`src/rtl/if_prefetch_queue_pkg.sv`:
```
// Shared types for the instruction-fetch prefetch queue: fetch FSM states and
// the {pc, inst} entry layout at the default 32-bit widths.
package if_pkg;

  localparam int unsigned IF_ADDR_W = 32;
  localparam int unsigned IF_INST_W = 32;

  typedef enum logic [1:0] {
    IDLE = 2'd0,
    WAIT = 2'd1,
    DROP = 2'd2
  } fetch_state_e;

  typedef struct packed {
    logic [IF_ADDR_W-1:0] pc;
    logic [IF_INST_W-1:0] inst;
  } fetch_entry_t;

endpackage

```
`src/rtl/if_prefetch_queue_if.sv`:
```
// Fetch-stage bus: ID-stage control, instruction-memory handshake and head entry.
interface if_prefetch_queue_if #(
  parameter int unsigned ADDR_W = 32,
  parameter int unsigned INST_W = 32,
  parameter int unsigned CNT_W  = 3
);

  logic              freeze;
  logic              flush;
  logic              Branch_taken;
  logic [ADDR_W-1:0] branchAddr;
  logic              imem_req;
  logic [ADDR_W-1:0] imem_addr;
  logic              imem_ack;
  logic [INST_W-1:0] imem_rdata;
  logic              inst_valid;
  logic [ADDR_W-1:0] PC;
  logic [INST_W-1:0] Instruction;
  logic [CNT_W-1:0]  count;

  modport master (
    input  freeze, flush, Branch_taken, branchAddr, imem_ack, imem_rdata,
    output imem_req, imem_addr, inst_valid, PC, Instruction, count
  );

  modport slave (
    output freeze, flush, Branch_taken, branchAddr, imem_ack, imem_rdata,
    input  imem_req, imem_addr, inst_valid, PC, Instruction, count
  );

endinterface

```
`src/rtl/if_prefetch_queue_fetch_fifo.sv`:
```
// Power-of-two FIFO with synchronous clear; head is the oldest stored entry.
module fetch_fifo #(
  parameter int unsigned DEPTH = 4,
  parameter int unsigned WIDTH = 64,
  localparam int unsigned PTR_W = $clog2(DEPTH),
  localparam int unsigned CNT_W = $clog2(DEPTH) + 1
) (
  input  logic             clk,
  input  logic             rst,
  input  logic             i_clr,
  input  logic             i_push,
  input  logic             i_pop,
  input  logic [WIDTH-1:0] i_data,
  output logic [WIDTH-1:0] o_head,
  output logic [CNT_W-1:0] o_count
);

  logic [WIDTH-1:0] r_mem [DEPTH];
  logic [PTR_W-1:0] r_wr_ptr;
  logic [PTR_W-1:0] r_rd_ptr;
  logic [CNT_W-1:0] r_count;
  logic             w_do_push;
  logic             w_do_pop;

  assign w_do_pop  = i_pop & (r_count != '0);
  assign w_do_push = i_push & ((r_count != CNT_W'(DEPTH)) | w_do_pop);

  always_ff @(posedge clk or posedge rst) begin
    if (rst) begin
      r_wr_ptr <= '0;
      r_rd_ptr <= '0;
      r_count  <= '0;
    end else if (i_clr) begin
      r_wr_ptr <= '0;
      r_rd_ptr <= '0;
      r_count  <= '0;
    end else begin
      if (w_do_push) r_wr_ptr <= r_wr_ptr + PTR_W'(1);
      if (w_do_pop)  r_rd_ptr <= r_rd_ptr + PTR_W'(1);
      r_count <= r_count + CNT_W'(w_do_push) - CNT_W'(w_do_pop);
    end
  end

  // Storage needs no reset: occupancy alone decides what is valid.
  always_ff @(posedge clk) begin
    if (!i_clr && w_do_push) r_mem[r_wr_ptr] <= i_data;
  end

  assign o_head  = r_mem[r_rd_ptr];
  assign o_count = r_count;

endmodule

```
`src/rtl/if_prefetch_queue.sv`:
```
// Fetch stage: issues sequential instruction fetches into a prefetch queue,
// handles stall, flush and branch redirect with stale-response dropping.
module if_prefetch_queue
  import if_pkg::*;
#(
  parameter int unsigned       ADDR_W   = 32,
  parameter int unsigned       INST_W   = 32,
  parameter int unsigned       DEPTH    = 4,
  parameter int unsigned       PC_STEP  = 4,
  parameter logic [ADDR_W-1:0] RESET_PC = '0
) (
  input  logic                clk,
  input  logic                rst,
  if_prefetch_queue_if.master bus
);

  localparam int unsigned CNT_W = $clog2(DEPTH) + 1;
  localparam int unsigned ENT_W = ADDR_W + INST_W;

  typedef struct packed {
    logic [ADDR_W-1:0] pc;
    logic [INST_W-1:0] inst;
  } entry_t;

  fetch_state_e      r_state;
  fetch_state_e      w_state_nxt;
  logic [ADDR_W-1:0] r_fetch_pc;
  logic [ADDR_W-1:0] w_fetch_pc_nxt;
  logic [ADDR_W-1:0] w_pc_inc;
  logic [ADDR_W-1:0] r_addr;
  logic [ADDR_W-1:0] w_addr_nxt;
  logic              r_req;
  logic              w_req_nxt;
  logic              w_clr;
  logic              w_push;
  logic              w_pop;
  logic              w_valid;
  logic [CNT_W-1:0]  w_count;
  logic [CNT_W-1:0]  w_cnt_nxt;
  entry_t            w_push_ent;
  entry_t            w_head;

  assign w_valid    = (w_count != '0);
  assign w_clr      = bus.Branch_taken | bus.flush;
  assign w_pop      = w_valid & ~w_clr & ~bus.freeze;
  assign w_push     = (r_state == WAIT) & bus.imem_ack & ~w_clr;
  assign w_cnt_nxt  = w_clr ? '0 : (w_count + CNT_W'(w_push) - CNT_W'(w_pop));
  assign w_pc_inc   = r_fetch_pc + ADDR_W'(PC_STEP);
  assign w_push_ent = {r_addr, bus.imem_rdata};

  fetch_fifo #(
    .DEPTH (DEPTH),
    .WIDTH (ENT_W)
  ) u_fifo (
    .clk     (clk),
    .rst     (rst),
    .i_clr   (w_clr),
    .i_push  (w_push),
    .i_pop   (w_pop),
    .i_data  (w_push_ent),
    .o_head  (w_head),
    .o_count (w_count)
  );

  // Issue only when the queue can absorb the response; branch overrides all.
  always_comb begin
    w_state_nxt    = r_state;
    w_fetch_pc_nxt = r_fetch_pc;
    w_req_nxt      = 1'b0;
    w_addr_nxt     = r_addr;
    case (r_state)
      IDLE: begin
        if (!bus.Branch_taken && (w_count < CNT_W'(DEPTH))) begin
          w_req_nxt   = 1'b1;
          w_addr_nxt  = r_fetch_pc;
          w_state_nxt = WAIT;
        end
      end
      WAIT: begin
        if (bus.Branch_taken) begin
          w_state_nxt = bus.imem_ack ? IDLE : DROP;
        end else if (bus.imem_ack) begin
          w_fetch_pc_nxt = w_pc_inc;
          if (w_cnt_nxt < CNT_W'(DEPTH)) begin
            w_req_nxt  = 1'b1;
            w_addr_nxt = w_pc_inc;
          end else begin
            w_state_nxt = IDLE;
          end
        end
      end
      DROP: begin
        if (bus.imem_ack) w_state_nxt = IDLE;
      end
      default: w_state_nxt = IDLE;
    endcase
    if (bus.Branch_taken) w_fetch_pc_nxt = bus.branchAddr;
  end

  always_ff @(posedge clk or posedge rst) begin
    if (rst) begin
      r_state    <= IDLE;
      r_fetch_pc <= RESET_PC;
      r_req      <= 1'b0;
      r_addr     <= '0;
    end else begin
      r_state    <= w_state_nxt;
      r_fetch_pc <= w_fetch_pc_nxt;
      r_req      <= w_req_nxt;
      r_addr     <= w_addr_nxt;
    end
  end

  assign bus.imem_req    = r_req;
  assign bus.imem_addr   = r_addr;
  assign bus.inst_valid  = w_valid;
  assign bus.PC          = w_valid ? w_head.pc : '0;
  assign bus.Instruction = w_valid ? w_head.inst : '0;
  assign bus.count       = w_count;

endmodule
```
`src/flat_wrapper.sv`:
```
// flat-port wrapper written by rule: the top's interface ports become plain ports
module if_prefetch_queue_flat import if_pkg::*;
#(
  parameter int unsigned       ADDR_W   = 32,
  parameter int unsigned       INST_W   = 32,
  parameter int unsigned       DEPTH    = 4,
  parameter int unsigned       PC_STEP  = 4,
  parameter logic [ADDR_W-1:0] RESET_PC = '0
)
  (clk, rst, bus_freeze, bus_flush, bus_Branch_taken, bus_branchAddr, bus_imem_ack, bus_imem_rdata, bus_imem_req, bus_imem_addr, bus_inst_valid, bus_PC, bus_Instruction, bus_count);
  if_prefetch_queue_if #(.ADDR_W(ADDR_W), .INST_W(INST_W)) bus_i ();
  input  logic clk;
  input  logic rst;
  input wire logic [$bits(bus_i.freeze)-1:0] bus_freeze;
  input wire logic [$bits(bus_i.flush)-1:0] bus_flush;
  input wire logic [$bits(bus_i.Branch_taken)-1:0] bus_Branch_taken;
  input wire logic [$bits(bus_i.branchAddr)-1:0] bus_branchAddr;
  input wire logic [$bits(bus_i.imem_ack)-1:0] bus_imem_ack;
  input wire logic [$bits(bus_i.imem_rdata)-1:0] bus_imem_rdata;
  output wire logic [$bits(bus_i.imem_req)-1:0] bus_imem_req;
  output wire logic [$bits(bus_i.imem_addr)-1:0] bus_imem_addr;
  output wire logic [$bits(bus_i.inst_valid)-1:0] bus_inst_valid;
  output wire logic [$bits(bus_i.PC)-1:0] bus_PC;
  output wire logic [$bits(bus_i.Instruction)-1:0] bus_Instruction;
  output wire logic [$bits(bus_i.count)-1:0] bus_count;
  assign bus_i.freeze = bus_freeze;
  assign bus_i.flush = bus_flush;
  assign bus_i.Branch_taken = bus_Branch_taken;
  assign bus_i.branchAddr = bus_branchAddr;
  assign bus_i.imem_ack = bus_imem_ack;
  assign bus_i.imem_rdata = bus_imem_rdata;
  assign bus_imem_req = bus_i.imem_req;
  assign bus_imem_addr = bus_i.imem_addr;
  assign bus_inst_valid = bus_i.inst_valid;
  assign bus_PC = bus_i.PC;
  assign bus_Instruction = bus_i.Instruction;
  assign bus_count = bus_i.count;
  if_prefetch_queue #(.ADDR_W(ADDR_W), .INST_W(INST_W), .DEPTH(DEPTH), .PC_STEP(PC_STEP), .RESET_PC(RESET_PC)) u_core (.clk(clk), .rst(rst), .bus(bus_i));
endmodule
```
`config.mk`:
```
export PLATFORM = sky130hd
export DESIGN_NAME = if_prefetch_queue_flat
export DESIGN_NICKNAME = d
export VERILOG_FILES = /design/src/rtl/if_prefetch_queue_pkg.sv /design/src/rtl/if_prefetch_queue_if.sv /design/src/rtl/if_prefetch_queue_fetch_fifo.sv /design/src/rtl/if_prefetch_queue.sv /design/src/flat_wrapper.sv
export SDC_FILE = /design/constraint.sdc
export NUM_CORES = 1
export LEC_CHECK = 0
export ABC_CLOCK_PERIOD_IN_PS = 7700
export BUFFER_PORTS_ARGS = -buffer_cell sky130_fd_sc_hd__buf_2
export CORE_MARGIN = 2
export CORE_UTILIZATION = 40
export CTS_CLUSTER_DIAMETER = 30
export DETAILED_ROUTE_END_ITERATION = 8
export GPL_TIMING_DRIVEN = 0
export MAX_ROUTING_LAYER = met4
export PLACE_DENSITY = 0.65
export SETUP_SLACK_MARGIN = 0.5
export SLEW_MARGIN = 20
export SYNTH_ARGS = -nofsm -noshare
export SYNTH_HDL_FRONTEND = slang
export SYNTH_SLANG_ARGS = --single-unit
export TNS_END_PERCENT = 30
```
`constraint.sdc`:
```
create_clock -name clk -period 7.7 [get_ports clk]
set_input_delay 0.385 -clock clk [delete_from_list [all_inputs] [get_ports clk]]
set_output_delay 0.385 -clock clk [all_outputs]
set_load 0.01 [all_outputs]
```
Yosys cells after proc, flatten, opt, wreduce, memory -nomap -nowiden
Memory sizes are Yosys's and may differ from the RTL's.
Index checks and enable logic that the tools add are counted.

word-level totals
  output and inout port bits = 101
  logic and storage cells = 81
  bits in registers = 74
  memories = 1
  input bits = 70
  bits in writable memories = 256

operators by class
  multiplexer cells = 30
  reduce and logical (&&, ||, !) cells = 14
  eq/ne operators = 10
  bitwise operators = 10
  $add $sub $neg = 7
  order comparisons = 2

memory list
  name                 words  bits a word  rd ports  clocked after memory_dff  wr ports  RTL line                            RTL
  u_core.u_fifo.r_mem  4      64           1         0                         1         if_prefetch_queue_fetch_fifo.sv:18  logic [WIDTH-1:0] r_mem [DEPTH];

operators with widths
  cell                                                              count
  32-bit 2-to-1 mux                                                 9
  32-bit one-hot mux with 2 select lines                            1
  32-bit by 3-bit adder with 32-bit output (second input constant)  1
  2-bit 2-to-1 mux                                                  10
  2-bit nonzero test                                                5
  3-bit != test (second input constant)                             3
  2-bit != test (second input constant)                             4
  3-bit by 1-bit adder with 3-bit output                            2
  1-bit AND                                                         6
  3-bit less-than comparator (second input constant)                2
  1-bit 2-to-1 mux                                                  6
  3-bit 2-to-1 mux                                                  2
  2-bit one-hot mux with 3 select lines                             1
  3-bit by 1-bit subtractor with 3-bit output                       2
  5-bit AND reduction                                               1
  2-bit by 1-bit adder with 2-bit output (second input constant)    2
  4-bit AND reduction                                               1
  3-bit nonzero test                                                1
  2-bit by 1-bit == test with 1-bit output (second input constant)  1
  2-bit == test (second input constant)                             1
  1-bit logical AND                                                 2
  1-bit zero test                                                   2
  2-bit zero test                                                   1
  2-bit by 1-bit != test with 1-bit output (second input constant)  1
  other kinds (4)                                                   6

Logic depth before layout (Yosys ltp)
Gate-level depths: netlist of run 1.

  depth after elaboration = 11
  gate-level depth with buffers = 13
  depth with buffers taken out = 10

Cells and area by module
Synthesis of run 1 repeated with hierarchy kept, for this count alone.

unflattened totals
  cells, all modules = 836
  area total of the unflattened synthesis = 14019.7 um2

modules (own cells, without submodules)
  module             cells an instance  area each (um2)  times used  sequential area each (um2)
  fetch_fifo         378                9689.3           1           7862.5
  if_prefetch_queue  458                4330.4           1           1676.6

Worst setup path after synthesis of run 1
Ideal clock, no wire load.

  path kind = in2reg
  start point = input port bus_Branch_taken
  end point = memory u_core.u_fifo.r_mem[0][0], enable pin
  stages on the path = 4
  path buffers = 1
  required time = 7271 ps
  setup slack = 4487 ps
  library setup time = 429 ps
  arrival time = 2784 ps
  cell sequence = or2_1 clkbuf_1 a311oi_2 and2_1

between the ends
  cells in the longest elaborated chain, start to end = 10
  elaborated cells between the ends (all ways) = 12
  those cells by class = mux (2); bitwise (8); reduce/logical (2)

ends and longest elaborated chain
  element                                   RTL line                                          RTL
  from (decl)                               flat_wrapper.sv:16                                input wire logic [$bits(bus_i.Branch_taken)-1:0] bus_Branch_taken;
  1-bit bitwise OR *                        if_prefetch_queue.sv:44                           assign w_clr = bus.Branch_taken | bus.flush;
  1-bit NOT                                 if_prefetch_queue.sv:45, if_prefetch_queue.sv:46
  1-bit AND (2 in series)                   if_prefetch_queue.sv:45                           assign w_pop = w_valid & ~w_clr & ~bus.freeze;
  1-bit AND                                 if_prefetch_queue_fetch_fifo.sv:25                assign w_do_pop = i_pop & (r_count != '0);
  1-bit bitwise OR                          if_prefetch_queue_fetch_fifo.sv:26                assign w_do_push = i_push & ((r_count != CNT_W'(DEPTH)) | w_do_pop);
  1-bit AND                                 if_prefetch_queue_fetch_fifo.sv:26
  1-bit logical AND *                       if_prefetch_queue_fetch_fifo.sv:46                if (!i_clr && w_do_push) r_mem[r_wr_ptr] <= i_data;
  1-bit 2-to-1 mux *                        if_prefetch_queue_fetch_fifo.sv:46
  1-bit 2-to-1 mux (implied by the code) *  if_prefetch_queue_fetch_fifo.sv:46
  to (decl)                                 if_prefetch_queue_fetch_fifo.sv:18

Mark *: on every way between the ends. The rest lies on a longest branch, timed or not.

Worst setup path after layout of run 1
  start point = register u_core.u_fifo.r_rd_ptr[1]
  end point = output port bus_PC[12]

between the ends
  cells in the longest elaborated chain, start to end = 2

ends and longest elaborated chain
  element                 RTL line                            RTL
  from (decl)             if_prefetch_queue_fetch_fifo.sv:20  logic [PTR_W-1:0] r_rd_ptr;
  from (signal assigned)  if_prefetch_queue_fetch_fifo.sv:39  if (w_do_pop) r_rd_ptr <= r_rd_ptr + PTR_W'(1);
  memory 4 x 64 bit       n/a
  32-bit 2-to-1 mux       if_prefetch_queue.sv:117            assign bus.PC = w_valid ? w_head.pc : '0;
  to (decl)               flat_wrapper.sv:23                  output wire logic [$bits(bus_i.PC)-1:0] bus_PC;

No other way between the ends.

==> results of run 1 <==
state kept, by name, summed over array words and instances, names as in the netlist:
name                    count
u_core.u_fifo.r_mem       256
u_core.bus.imem_req         1
u_core.r_state              2
u_core.u_fifo.o_count       3
u_core.r_fetch_pc          32
u_core.u_fifo.r_wr_ptr      2
u_core.bus.imem_addr       32
u_core.u_fifo.r_rd_ptr      2
worst max-delay path by stage:
stage | to | from
5_1_grt | bus_PC[0] | u_core.u_fifo.o_count[1]$_DFF_PP0_
6_report | bus_PC[12] | u_core.u_fifo.r_rd_ptr[1]$_DFFE_PP0P_
3_5_place_dp | u_core.bus.imem_addr[2]$_DFFE_PP0P_ | bus_Branch_taken
4_1_cts | bus_PC[2] | u_core.u_fifo.r_rd_ptr[1]$_DFFE_PP0P_
3_3_place_gp | u_core.u_fifo.r_mem[2][30]$_DFFE_PP_ | bus_Branch_taken
2_1_floorplan | u_core.u_fifo.r_mem[0][0]$_DFFE_PP_ | bus_Branch_taken
metrics by stage:
| step | total power (W) | util | hold slack, ns | area, um2 |
|---|---|---|---|---|
| finish | 0.00508 | 0.510 | 0.0266 | 17500 |
| CTS | 0.00513 | 0.510 | 0.00478 | 17500 |
| floorplan | 0.00229 | - | 0.451 | 13900 |
| global placement | 0.00243 | 0.445 | 0.466 | 15300 |
| global route | 0.00526 | 0.510 | 0.0213 | 17500 |
| detailed placement | 0.00244 | 0.448 | 0.372 | 15400 |
critical path: stages (launching register included):
cell,delay [ns]
dfrtp_1,0.33
clkbuf_1,0.55
clkbuf_1,0.59
mux4_2,0.45
and2_1,0.17
buf_2,0.13
cells in the final DEF (no fill, tap or decap), types with 3 or more instances in the layout:
cell type   count
inv_1           9
nor2b_1         4
xnor2_1        39
and4_1          5
nor4_2          3
bufinv_16      10
nor4_1          5
nand4_1         6
edfxtp_1      256
buf_6           3
and2_1         66
and2_4          4
clkinv_4        7
buf_16          3
clkinv_1        5
clkbuf_16      61
and3_1          4
mux4_2         64
clkinv_2        8
nand2_1        54
nor2_1         29
ha_1            8
o21ai_1        21
buf_2         185
xor2_1         24
dfrtp_1        74
mux2i_1         3
nor3_1         17
clkinvlp_4     12
clkbuf_1       25
inv_6           7
o21ai_0         9
mux2_1         33
nand3_1        19
layer usage:
layer / wire length, um / vias up / GRT usage
li1: - / 3629 / -
met1: 12900 / 3898 / 0.217
met2: 14900 / 205 / 0.287
met3: 1720 / 50 / 0.0400
met4: 607 / 0 / 0.0531
met5: 0 / - / -
cells by family after synthesis:
logic type | count (synthesis)
DFF | 330
and+or+nand+nor | 231
muxes | 102
xor gates and xnor gates | 63
buffers and inverters | 55
AOI/OAI and AO/OA | 37
adders and majority gates | 9
area by class of cell:
| type | count | area (um2) | share of cell area |
|---|---|---|---|
| sequential | 330 | 9540 | 0.544 |
| tap | 455 | 569 | 0.0325 |
| multi-input combinational | 442 | 4080 | 0.232 |
| clock inverter | 49 | 572 | 0.0326 |
| timing repair buffer | 176 | 983 | 0.0561 |
| inverter | 12 | 47.5 | 0.00271 |
| buffer | 43 | 210 | 0.0120 |
| clock buffer | 63 | 1530 | 0.0875 |
power by group through the flow:
stage / Clock (W) / Combinational [W] / Sequential, W
after floorplan: 0 / 0.000132 / 0.00216
after global placement: 0 / 0.000268 / 0.00216
after detailed placement: 0 / 0.000273 / 0.00217
after CTS: 0.00272 / 0.000276 / 0.00214
after global routing: 0.00281 / 0.000300 / 0.00215
final: 0.00267 / 0.000271 / 0.00214
timing repair:
item                                    4_1_cts  5_1_grt
hold endpoints to repair                     15        0
buffers inserted                              0        0
resized for setup                             0        0
hold buffers                                  1        0
endpoints found under the setup margin        0        0
==> summary.md, run 1 <==
| Metric | Value |
|---|---|
| PD cells | between 200 and 300 nW/um2 |
| Yosys top cell area share | 0.555 |
| DP Worst Slack | 4.57 ns |
| Hold path startpoint | bus_branchAddr[6] |
| Post-Syn Area | 13900 um2 |
| Root Driver | clkbuf_16 |
| Post-layout min period | 3.18 ns |
| Routed WL | roughly 30000 um |
| Worst skew pair latency | approximately 0.57 ns |
| 1st-iter DRT viols | 384 |
| Vias | ~7800 |
| Max Slew Vio Count | 0 |
| Initial antenna violation count | 0 |
| Antenna Nets Post-Route | 0 |
| Synth Area per Inst | between 15 and 20 um2 |
| Worst Max-Slew Pin Slew | around 0.78 ns |
| Pint | just under 0.004 W |
| Hold Path Cell Cnt | 3 |
| Die extent in x | between 150 and 200 um |
| Fin nets | 1145 |
| RSZ-0062 raised after global routing | no |
| Synth warn | 0 |
| CTS H-Tree Depth | 2 |
| Ys flop type | edfxtp_1 |
| CP Data Required Time | approximately 7.3 ns |
| Synth Register Bits | 330 |
| I/O Buffers | 170 |
| Pin count of the biggest net entering global routing | 60 |
| GRT Resource Usage Total | 0.175 |
| Reg clk slew, reported paths | approximately 0.05 ns |
| Placed Instances | ~1500 |
| Wire length of the first global-routing pass | between 40000 and 50000 um |
| Hold path endpoint | u_core.r_fetch_pc[6]$_DFFE_PP0P_ |
| Placeable Area | around 34000 um2 |
| Setup TNS | 0 ns |
| Synth cell types | 46 |
| Main area contributors after synthesis | edfxtp_1, dfrtp_1, mux4_2, and2_1, mux2_1 |
| Reg-to-reg endpoint | u_core.bus.imem_addr[2]$_DFFE_PP0P_ |
| Synthesized Nets | around 910 |
| Total gr overflow | 0 |
| Rows | around 70 |
| DRC | 0 |
| Top cells by count, synth | edfxtp_1, dfrtp_1, and2_1 |
| Post-synthesis mux area share | 0.135 |
| Post-DP HPWL | approximately 20000 um |
| Clk_skew | approximately 0.014 ns |
| Max rail drop VDD | roughly 0.00016 V |
| Post-route clock period utilization | 0.413 |
| Worst EP arrival | about 2.8 ns |
| Via density | approximately 5 |
| Clk buf depth | 3 |
| Die Ht | roughly 190 um |
| Post-synth EDFFs | 256 |
| Max-cap violations | 0 |
| Complex-gate fraction of the synthesized area | 0.0150 |
| Crit Path Class | register to output pin |
| Pleak | roughly 6.5 nW |
| Largest area contributor in the netlist | edfxtp_1 |
| Area Growth Syn to Fin | 26.5% |
| Fraction of layout cells with a size suffix above 1 | 0.346 |
| Crit path launch type | register |
| Fmax | approximately 310 MHz |
| Routability Congestion | 0.808 |
| Post-route insts no fill | 1570 |
| RR Startpoint | u_core.u_fifo.o_count[1]$_DFF_PP0_ |
| FF-to-FF path depth | 12 |
| Clock sink count | between 300 and 400 |
| CTS tree | yes |
| Clock network fraction of design power | 0.526 |
| Asr flop ratio synth | 0.224 |
| CP max FO | 10 |
| TritonRoute pass-1 iters | 6 |
| Die Area | 36200 um2 |
| Xor and xnor area share after synthesis | 0.0398 |
| Status | complete, no violations |
| Worst rel slew slack | 0.483 |
| Initial core utilization | 0.403 |
| Adder-cell share of the synthesized area | 0.00867 |
| # diodes | 0 |
| Filler cell count | 2960 |
| Switching Share | 0.223 |
| Setup slack on the worst flop-to-flop path | between 4 and 5 ns |
| Flop pwr share | 0.421 |
| P_sw | approximately 0.0011 W |
| Comb pwr share | 0.053 |
| Synth Instances | ~830 |
| TritonCTS buffer count | 61 |
| WL/cell | between 15 and 20 um |
| Top-level port count | ~170 |
| Worst hold path type | primary input to register |
| Top-count cell post-synth | edfxtp_1 |
| Final setup violation count | 0 |
| PnR worst setup slack | between 4 and 5 ns |
| Post-synthesis simple-gate area fraction | 0.0952 |
| Post-synthesis sequential area ratio | 0.688 |
| Crit end category | output pin |
| Vias in the first global route | just over 8000 |
| Largest family of logic cells by synthesized area | multiplexers |
| Hold Fails Final Rpt | 0 |
Power figures use the tool's default switching activity.
==> run 2: changes to the inputs <==
--- a/config.mk
+++ b/config.mk
@@ -5,7 +5,8 @@
 export SDC_FILE = /design/constraint.sdc
 export NUM_CORES = 1
 export LEC_CHECK = 0
-export ABC_CLOCK_PERIOD_IN_PS = 7700
+export ABC_AREA = 1
+export ABC_CLOCK_PERIOD_IN_PS = 3000
 export BUFFER_PORTS_ARGS = -buffer_cell sky130_fd_sc_hd__buf_2
 export CORE_MARGIN = 2
 export CORE_UTILIZATION = 40
@@ -13,7 +14,7 @@
 export DETAILED_ROUTE_END_ITERATION = 8
 export GPL_TIMING_DRIVEN = 0
 export MAX_ROUTING_LAYER = met4
-export PLACE_DENSITY = 0.65
+export PLACE_DENSITY = 0.64
 export SETUP_SLACK_MARGIN = 0.5
 export SLEW_MARGIN = 20
 export SYNTH_ARGS = -nofsm -noshare
==> constraint.sdc (replaced) <==
create_clock -name clk -period 3 [get_ports clk]
set_input_delay 0.15 -clock clk [delete_from_list [all_inputs] [get_ports clk]]
set_output_delay 0.15 -clock clk [all_outputs]
set_load 0.01 [all_outputs]
==> run 2 against run 1 <==
Area after synthesis grew 3.6%. Via count grew 44%. Sequential share of layout area shrank 5.3 points. Wire length grew 35%. Setup slack lost 4.0 ns. Power grew to 3.1 times the previous value. Non-clock buffer count grew 115. Critical path type unchanged. Clock-buffer cell count grew 22. Synthesized cell count grew 69%. Worst hold slack gained 0.039 ns.
==> summary.md, run 2 <==
| Metric | Value |
|---|---|
| RSZ-0062 raised after global routing | yes |
| PD cells | 822 nW/um2 (+180%) |
| # diodes | 0 (unchanged) |
| Crit path launch type | register |
| Worst skew pair latency | 0.56 ns (about the same) |
| CP Cell Sequence | clkbuf_4 > buf_4 > buf_2 > nor2_1 > nor2_1 > o21ai_0 > a21oi_1 > buf_2 |
| Placed Instances | 2038 (+40%) |
| CP Data Required Time | 2.85 ns (-4.47 ns) |
| Worst hold path type | primary input to register |
| GRT Resource Usage Total | 0.224 (+0.0490) |
| Crit end category | output pin |
| Synth Area per Inst | 10.3 um2 (-39%) |
| CP max FO | 10 (unchanged) |
| TritonCTS buffer count | 70 (+15%) |
| Post-Syn Area | 14400 um2 (+3.6%) |
| Pint | 0.0116 W (+190%) |
| Initial core utilization | 0.405 (+0.00132) |
| Clock network fraction of design power | 0.489 (-0.037) |
| Fin nets | 1804 (+58%) |
| P_sw | 0.00437 W (+290%) |
| Post-route clock period utilization | 0.812 |
| CP max stage delay | 0.34 ns (-0.25 ns) |
| Antenna Nets Post-Route | 0 (unchanged) |
| Clk buf depth | 3 (unchanged) |
| Routability Congestion | 0.932 (+15%) |
| Post-layout min period | roughly 2.4 ns |
| Top cells by count, synth | nor2_1, edfxtp_1, nand2_1 |
| Placeable Area | 35500 um2 (+3.2%) |
| 1st-iter DRT viols | 852 (+120%) |
| Top-level port count | 171 (unchanged) |
| Synthesized Nets | 1474 (+63%) |
| Fraction of layout cells with a size suffix above 1 | 0.215 (-0.131) |
| I/O Buffers | 169 (-0.59%) |
| Most frequent cells in the layout | nor2_1, edfxtp_1, nand2_1 |
| Initial antenna violation count | 0 (unchanged) |
| Largest area contributor in the netlist | edfxtp_1 |
| CTS H-Tree Depth | 3 (+1) |
| Worst Max-Slew Pin Slew | 0.666 ns (-0.110 ns) |
| Vias | 11235 (+44%) |
| Yosys top cell area share | 0.536 (-0.0191) |
| Die Ht | 193 um (+1.7%) |
| Via density | 5.01 (+1.1%) |
| CP max stage cell | dfrtp_1 |
| Finished Core Util | 0.548 (+0.0379) |
| Comb pwr share | 0.133 (+0.080) |
| Flop pwr share | 0.378 (-0.043) |
| Asr flop ratio synth | 0.224 (unchanged) |
| Synth Register Bits | 330 (unchanged) |
| Vias in the first global route | 11276 (+39%) |
| Main area contributors after synthesis | edfxtp_1, dfrtp_1, nor2_1, nand2_1, o21ai_0 |
| Die extent in x | 193 um (+1.7%) |
| Post-DP HPWL | 27500 um (+40%) |
| WL/cell | 18.1 um (-5.7%) |
| Routed WL | 40500 um (+35%) |
| Hold Path Cell Cnt | 4 (+1) |
| CTS tree | yes |
| Post-route insts no fill | 2243 (+43%) |
| Clk_skew | 0.0188 ns (+0.00494 ns) |
| Synth cell types | 32 (-30%) |
| Final setup violation count | 0 (unchanged) |
| Pin count of the biggest net entering global routing | 39 (-35%) |
| Total gr overflow | 0 (unchanged) |
| Post-synth EDFFs | 256 (unchanged) |
| Status | complete, no violations |
| Top-count cell post-synth | nor2_1 |
| Largest register by flop count | u_core.u_fifo.r_mem |
| Die Area | 37400 um2 (+3.5%) |
| Worst EP arrival | 2.29 ns (-0.50 ns) |
| Hold Fails Final Rpt | 0 (unchanged) |
| Crit Path Class | register to output pin |
| Max rail drop VDD | 0.000456 V (+190%) |
| Pleak | 7.92 nW (+21%) |
| Synth warn | 0 (unchanged) |
| Synth Instances | 1395 (+69%) |
| DRC | 0 (unchanged) |
| Worst rel slew slack | 0.556 (+0.0731) |
| Area Growth Syn to Fin | 35.4% |
| Max FFs per register | 256 (unchanged) |
| Max-cap violations | 0 (unchanged) |
| FF-to-FF path depth | 8 (-4) |
| Clock sink count | 330 (unchanged) |
| Wire length of the first global-routing pass | 63300 um (+36%) |
| Commonest non-fill, non-tap cell in the layout | nor2_1 |
| Root Driver | clkbuf_16 |
| Max Slew Vio Count | 0 (unchanged) |
| Reg clk slew, reported paths | 0.05 ns (about the same) |
| Switching Share | 0.273 (+0.0503) |
| Rows | 69 (+1.5%) |
| Post-synthesis sequential area ratio | 0.665 (-0.0237) |
| TritonRoute pass-1 iters | 5 (-1) |
| Ys flop type | edfxtp_1 |
| Fmax | between 400 and 500 MHz |
run 2: what timing repair did:
item / 4_1_cts / 5_1_grt
gates resized for setup: 32 / 26
hold endpoints to repair: 202 / 0
hold buffers: 73 / 0
setup endpoints to repair: 96 / 173
buffers inserted: 0 / 3
pin swaps: 0 / 2
run 2: path summary, 6_finish.rpt:
check,startpoint,end,slack (ns)
setup / recovery,u_core.u_fifo.r_rd_ptr[0]$_DFFE_PP0P_,bus_PC[11],0.56
hold reg to reg,u_core.r_fetch_pc[1]$_DFFE_PP0P_,u_core.bus.imem_addr[1]$_DFFE_PP0P_,0.48
hold / removal,bus_Branch_taken,u_core.r_fetch_pc[3]$_DFFE_PP0P_,0.07
setup reg to reg,u_core.r_state[1]$_DFFE_PP0P_,u_core.u_fifo.r_mem[0][39]$_DFFE_PP_,0.67
max in group asynchronous,rst,u_core.u_fifo.o_count[1]$_DFF_PP0_,2.21
min in group asynchronous,rst,u_core.bus.imem_addr[0]$_DFFE_PP0P_,0.18
run 2: final cells by class:
class / instances / area [um2]
plain buffers: 76 / 424
clock buffers: 85 / 1880
clock inverters: 44 / 571
fillers: 3053 / 16000
inverters: 64 / 245
multi-input cells: 925 / 4280
flip-flops and latches: 330 / 9540
well taps: 461 / 577
repair buffers: 258 / 1920
run 2: kinds of logic (layout without fill, tap and decap cells):
family | after synthesis | count (layout) | synth area share
xor+xnor | 13 | 13 | 0.00793
simple gates | 644 | 644 | 0.182
buf+inv | 140 | 527 | 0.0418
fa+ha+maj | 9 | 9 | 0.00837
compound gates | 259 | 259 | 0.0957
flops | 330 | 330 | 0.665
run 2: stage by stage:
| stage | total power (W) | area [um2] | TNS, ns | hold WS [ns] | worst slack (ns) |
|---|---|---|---|---|---|
| global placement | 0.00807 | 15800 | -354.06 | 0.356 | -1.36 |
| CTS | 0.0161 | 19400 | 0 | 0.0434 | 0.413 |
| detailed placement | 0.00814 | 16100 | 0 | 0.219 | 0.404 |
| global route | 0.0166 | 19400 | 0 | 0.0611 | 0.434 |
| floorplan | 0.00713 | 14400 | -13.89 | 0.236 | -0.0542 |
| finish | 0.0160 | 19400 | 0 | 0.0655 | 0.564 |
run 2: metal layers:
layer  wire length, um  GRT usage  vias to the layer above
met4              1090     0.0758                        0
met1             17500      0.289                     5358
met3              2330     0.0380                       75
met2             19600      0.359                      358
met5                 0          -                        -
li1                  -          -                     5444
run 2: power by group through the flow:
stage	clock network [W]	logic [W]	registers (W)
6_report	0.00782	0.00212	0.00605
4_1_cts	0.00793	0.00211	0.00605
3_5_place_dp	0	0.00202	0.00612
2_1_floorplan	0	0.00114	0.00599
5_1_grt	0.00819	0.00235	0.00611
3_3_place_gp	0	0.00197	0.00610
run 2: worst max-delay path, delay by kind of cell, from the launching register on:
family,cells,cell delay [ns]
compound gates,2,0.33
buf+inv,4,0.88
flops,1,0.34
simple gates,2,0.18
==> run 3: changes to the inputs <==
--- a/config.mk
+++ b/config.mk
@@ -5,8 +5,8 @@
 export SDC_FILE = /design/constraint.sdc
 export NUM_CORES = 1
 export LEC_CHECK = 0
-export ABC_AREA = 1
-export ABC_CLOCK_PERIOD_IN_PS = 3000
+export ABC_AREA = 0
+export ABC_CLOCK_PERIOD_IN_PS = 2009
 export BUFFER_PORTS_ARGS = -buffer_cell sky130_fd_sc_hd__buf_2
 export CORE_MARGIN = 2
 export CORE_UTILIZATION = 40
@@ -14,7 +14,7 @@
 export DETAILED_ROUTE_END_ITERATION = 8
 export GPL_TIMING_DRIVEN = 0
 export MAX_ROUTING_LAYER = met4
-export PLACE_DENSITY = 0.64
+export PLACE_DENSITY = 0.67
 export SETUP_SLACK_MARGIN = 0.5
 export SLEW_MARGIN = 20
 export SYNTH_ARGS = -nofsm -noshare
==> constraint.sdc (replaced) <==
create_clock -name clk -period 2.01 [get_ports clk]
set_input_delay 0.1005 -clock clk [delete_from_list [all_inputs] [get_ports clk]]
set_output_delay 0.1005 -clock clk [all_outputs]
set_load 0.01 [all_outputs]
==> run 3 against run 2 <==
The run now ends with negative setup slack left. Sequential power rose by 36%. Setup slack got worse by 1.1 ns. Clock power rose by 55%. Global-route usage fell by 2.5 points. First-iteration DRC count fell by 47%. Power rose by 36%. Die area fell by 3.4%. Sequential cell count did not move. Non-clock buffer count rose by 11. Largest cell class unchanged. Largest power group unchanged.
==> summary.md, run 3 (synthesis results as in run 1) <==
| Metric | Value |
|---|---|
| CP max FO | 5 (-5) |
| Crit end category | register |
| PD cells | 1060 nW/um2 (+29%) |
| 1st-iter DRT viols | 452 (-47%) |
| Worst Max-Slew Pin Slew | 0.832 ns (+0.167 ns) |
| Final setup violation count | 208 (+208) |
| Crit Path Class | register to register |
| Die Area | 36200 um2 (-3.4%) |
| Hold Path Cell Cnt | 4 (unchanged) |
| Worst skew pair latency | 0.55 ns (about the same) |
| Rows | 68 (-1.4%) |
| Area Growth Syn to Fin | 48.4% |
| Max Slew Vio Count | 0 (unchanged) |
| Post-DP HPWL | 19400 um (-30%) |
| Total gr overflow | 0 (unchanged) |
| DRC | 0 (unchanged) |
| CTS H-Tree Depth | 3 (unchanged) |
| Max-cap violations | 0 (unchanged) |
| RSZ-0062 raised after global routing | yes |
| Worst hold path type | primary input to register |
| Via density | 4.92 (-1.9%) |
| Post-layout min period | between 2 and 3 ns |
| CP Data Required Time | 2.44 ns (-0.41 ns) |
| Pleak | 7.84 nW (-0.98%) |
| Met3 Usage GRT | 0.0419 (+0.00387) |
| Largest register by flop count | u_core.u_fifo.r_mem |
| Clk_skew | 0.0261 ns (+0.00732 ns) |
| PnR worst setup slack | -0.504 ns (-1.07 ns) |
| Top-level port count | 171 (unchanged) |
| Pin count of the biggest net entering global routing | 43 (+10%) |
| Initial antenna violation count | 0 (unchanged) |
| Fin nets | 1293 (-28%) |
| GRT Resource Usage Total | 0.199 (-0.0249) |
| Post-route insts no fill | 1730 (-23%) |
| Met1 Use GR | 0.245 (-0.0437) |
| Root Driver | clkbuf_16 |
| # diodes | 0 (unchanged) |
| Hold Fails Final Rpt | 0 (unchanged) |
| Met2 Use GR | 0.328 (-0.0307) |
| Total power | 0.0218 W (+36%) |
| Failing checks | negative setup slack |
| Vias | 8505 (-24%) |
| Fmax | between 300 and 400 MHz |
| CTS tree | yes |
| Most frequent cells in the layout | edfxtp_1, buf_2, clkbuf_16 |
| Wire length of the first global-routing pass | 52200 um (-18%) |
| Max rail drop VDD | 0.000571 V (+25%) |
| Clk buf depth | 3 (unchanged) |
| Crit path launch type | register |
| Worst EP arrival | 2.95 ns (+0.66 ns) |
| Antenna Nets Post-Route | 0 (unchanged) |
| Vias in the first global route | 8993 (-20%) |
| Routed WL | 34800 um (-14%) |
| Die extent in x | 190 um (-1.7%) |
| Reg clk slew, reported paths | 0.04 ns (about the same) |
| Status | finished with violations |
| I/O Buffers | 170 (+0.59%) |
| TritonCTS buffer count | 74 (+5.7%) |
| Placed Instances | 1453 (-29%) |
| Post-route clock period utilization | 1.25 |
| Die Ht | 190 um (-1.7%) |
| TritonRoute pass-1 iters | 5 (unchanged) |
| WL/cell | 20.1 um (+11%) |
| FF-to-FF path depth | 13 (+5) |
| Worst rel slew slack | 0.445 (-0.111) |
| Filler cell count | 2612 (-14%) |
| Fraction of layout cells with a size suffix above 1 | 0.451 (+0.236) |
| Clock sink count | 330 (unchanged) |
| Placeable Area | 34400 um2 (-3.1%) |
| Initial core utilization | 0.403 (-0.00132) |
| Commonest non-fill, non-tap cell in the layout | edfxtp_1 |
| Global routing's busiest layer | met2 |
| Routability Congestion | 0.822 (-12%) |
| Max FFs per register | 256 (unchanged) |
==> run 3: cell count changes in the layout (fill, tap and decap cells not counted), sizes merged, moves of 35 or more <==
cell	change
nor2	-289
o21ai	-131
xnor2	+37
mux2	+35
buf	+36
nand3	-58
a21oi	-65
mux4	+64
inv	-49
nand2	-187
and2	+78
==> run 3: final timing paths <==
kind                       slack [ns]                          startpoint                                   end
max                             -0.50  u_core.u_fifo.o_count[2]$_DFF_PP0_  u_core.bus.imem_addr[28]$_DFFE_PP0P_
min                               0.1                        bus_imem_ack         u_core.r_state[0]$_DFFE_PP0P_
max reg2reg                     -0.50  u_core.u_fifo.o_count[2]$_DFF_PP0_  u_core.bus.imem_addr[28]$_DFFE_PP0P_
min reg2reg                      0.51    u_core.r_fetch_pc[1]$_DFFE_PP0P_      u_core.r_fetch_pc[1]$_DFFE_PP0P_
max in group asynchronous        1.31                                 rst   u_core.bus.imem_addr[1]$_DFFE_PP0P_
min in group asynchronous        0.12                                 rst         u_core.bus.imem_req$_DFF_PP0_
==> run 3: power breakdown <==
group | total (W) | internal [W] | switching, W
combinational | 0.00143 | 0.000762 | 0.000667
sequential | 0.00821 | 0.00783 | 0.000386
clock | 0.0121 | 0.00849 | 0.00366
==> run 3: timing repair <==
item | in CTS | in global routing
hold endpoints to repair | 238 | 0
pin swaps | 50 | 25
hold buffers | 68 | 0
cloned | 18 | 2
buffers inserted | 45 | 7
resized for setup | 193 | 66
endpoints found under the setup margin | 387 | 386
==> run 3: stage by stage <==
stage	setup slack (ns)	area, um2	hold WS, ns	setup TNS, ns	utilization
after floorplan	-0.356	13900	0.167	-50.62	-
after global placement	-1.23	15300	0.314	-319.11	0.446
after detailed placement	-0.865	15300	0.136	-245.50	0.446
after CTS	-0.496	20200	0.0772	-41.87	0.588
after global routing	-0.587	20600	0.138	-51.41	0.599
final	-0.504	20600	0.0979	-32.95	0.599
==> run 3: cell type report <==
| type | instances | area [um2] | area share |
|---|---|---|---|
| tap | 455 | 569 | 0.0277 |
| timing repair buffer | 302 | 2930 | 0.142 |
| clock inverter | 44 | 537 | 0.0261 |
| inverter | 12 | 47.5 | 0.00231 |
| multi-input combinational | 451 | 4450 | 0.217 |
| sequential | 330 | 9550 | 0.464 |
| buffer | 43 | 442 | 0.0215 |
| clock buffer | 93 | 2050 | 0.0995 |
==> run 3: per-layer routing <==
metal / up-vias / wire length, um
li1: 3957 / -
met1: 4261 / 14600
met2: 238 / 17700
met3: 49 / 1810
met4: 0 / 667
met5: - / 0
==> run 3: worst max-delay path, cell delays in order (launching register included) <==
cell,delay (ns)
dfrtp_2,0.42
nor3_4,0.22
nor3_2,0.08
ha_2,0.20
inv_2,0.06
ha_4,0.18
nor2b_4,0.12
nor2_2,0.09
xnor2_1,0.12
o21a_1,0.20
buf_6,0.17
buf_12,0.12
buf_16,0.11
mux2_4,0.29
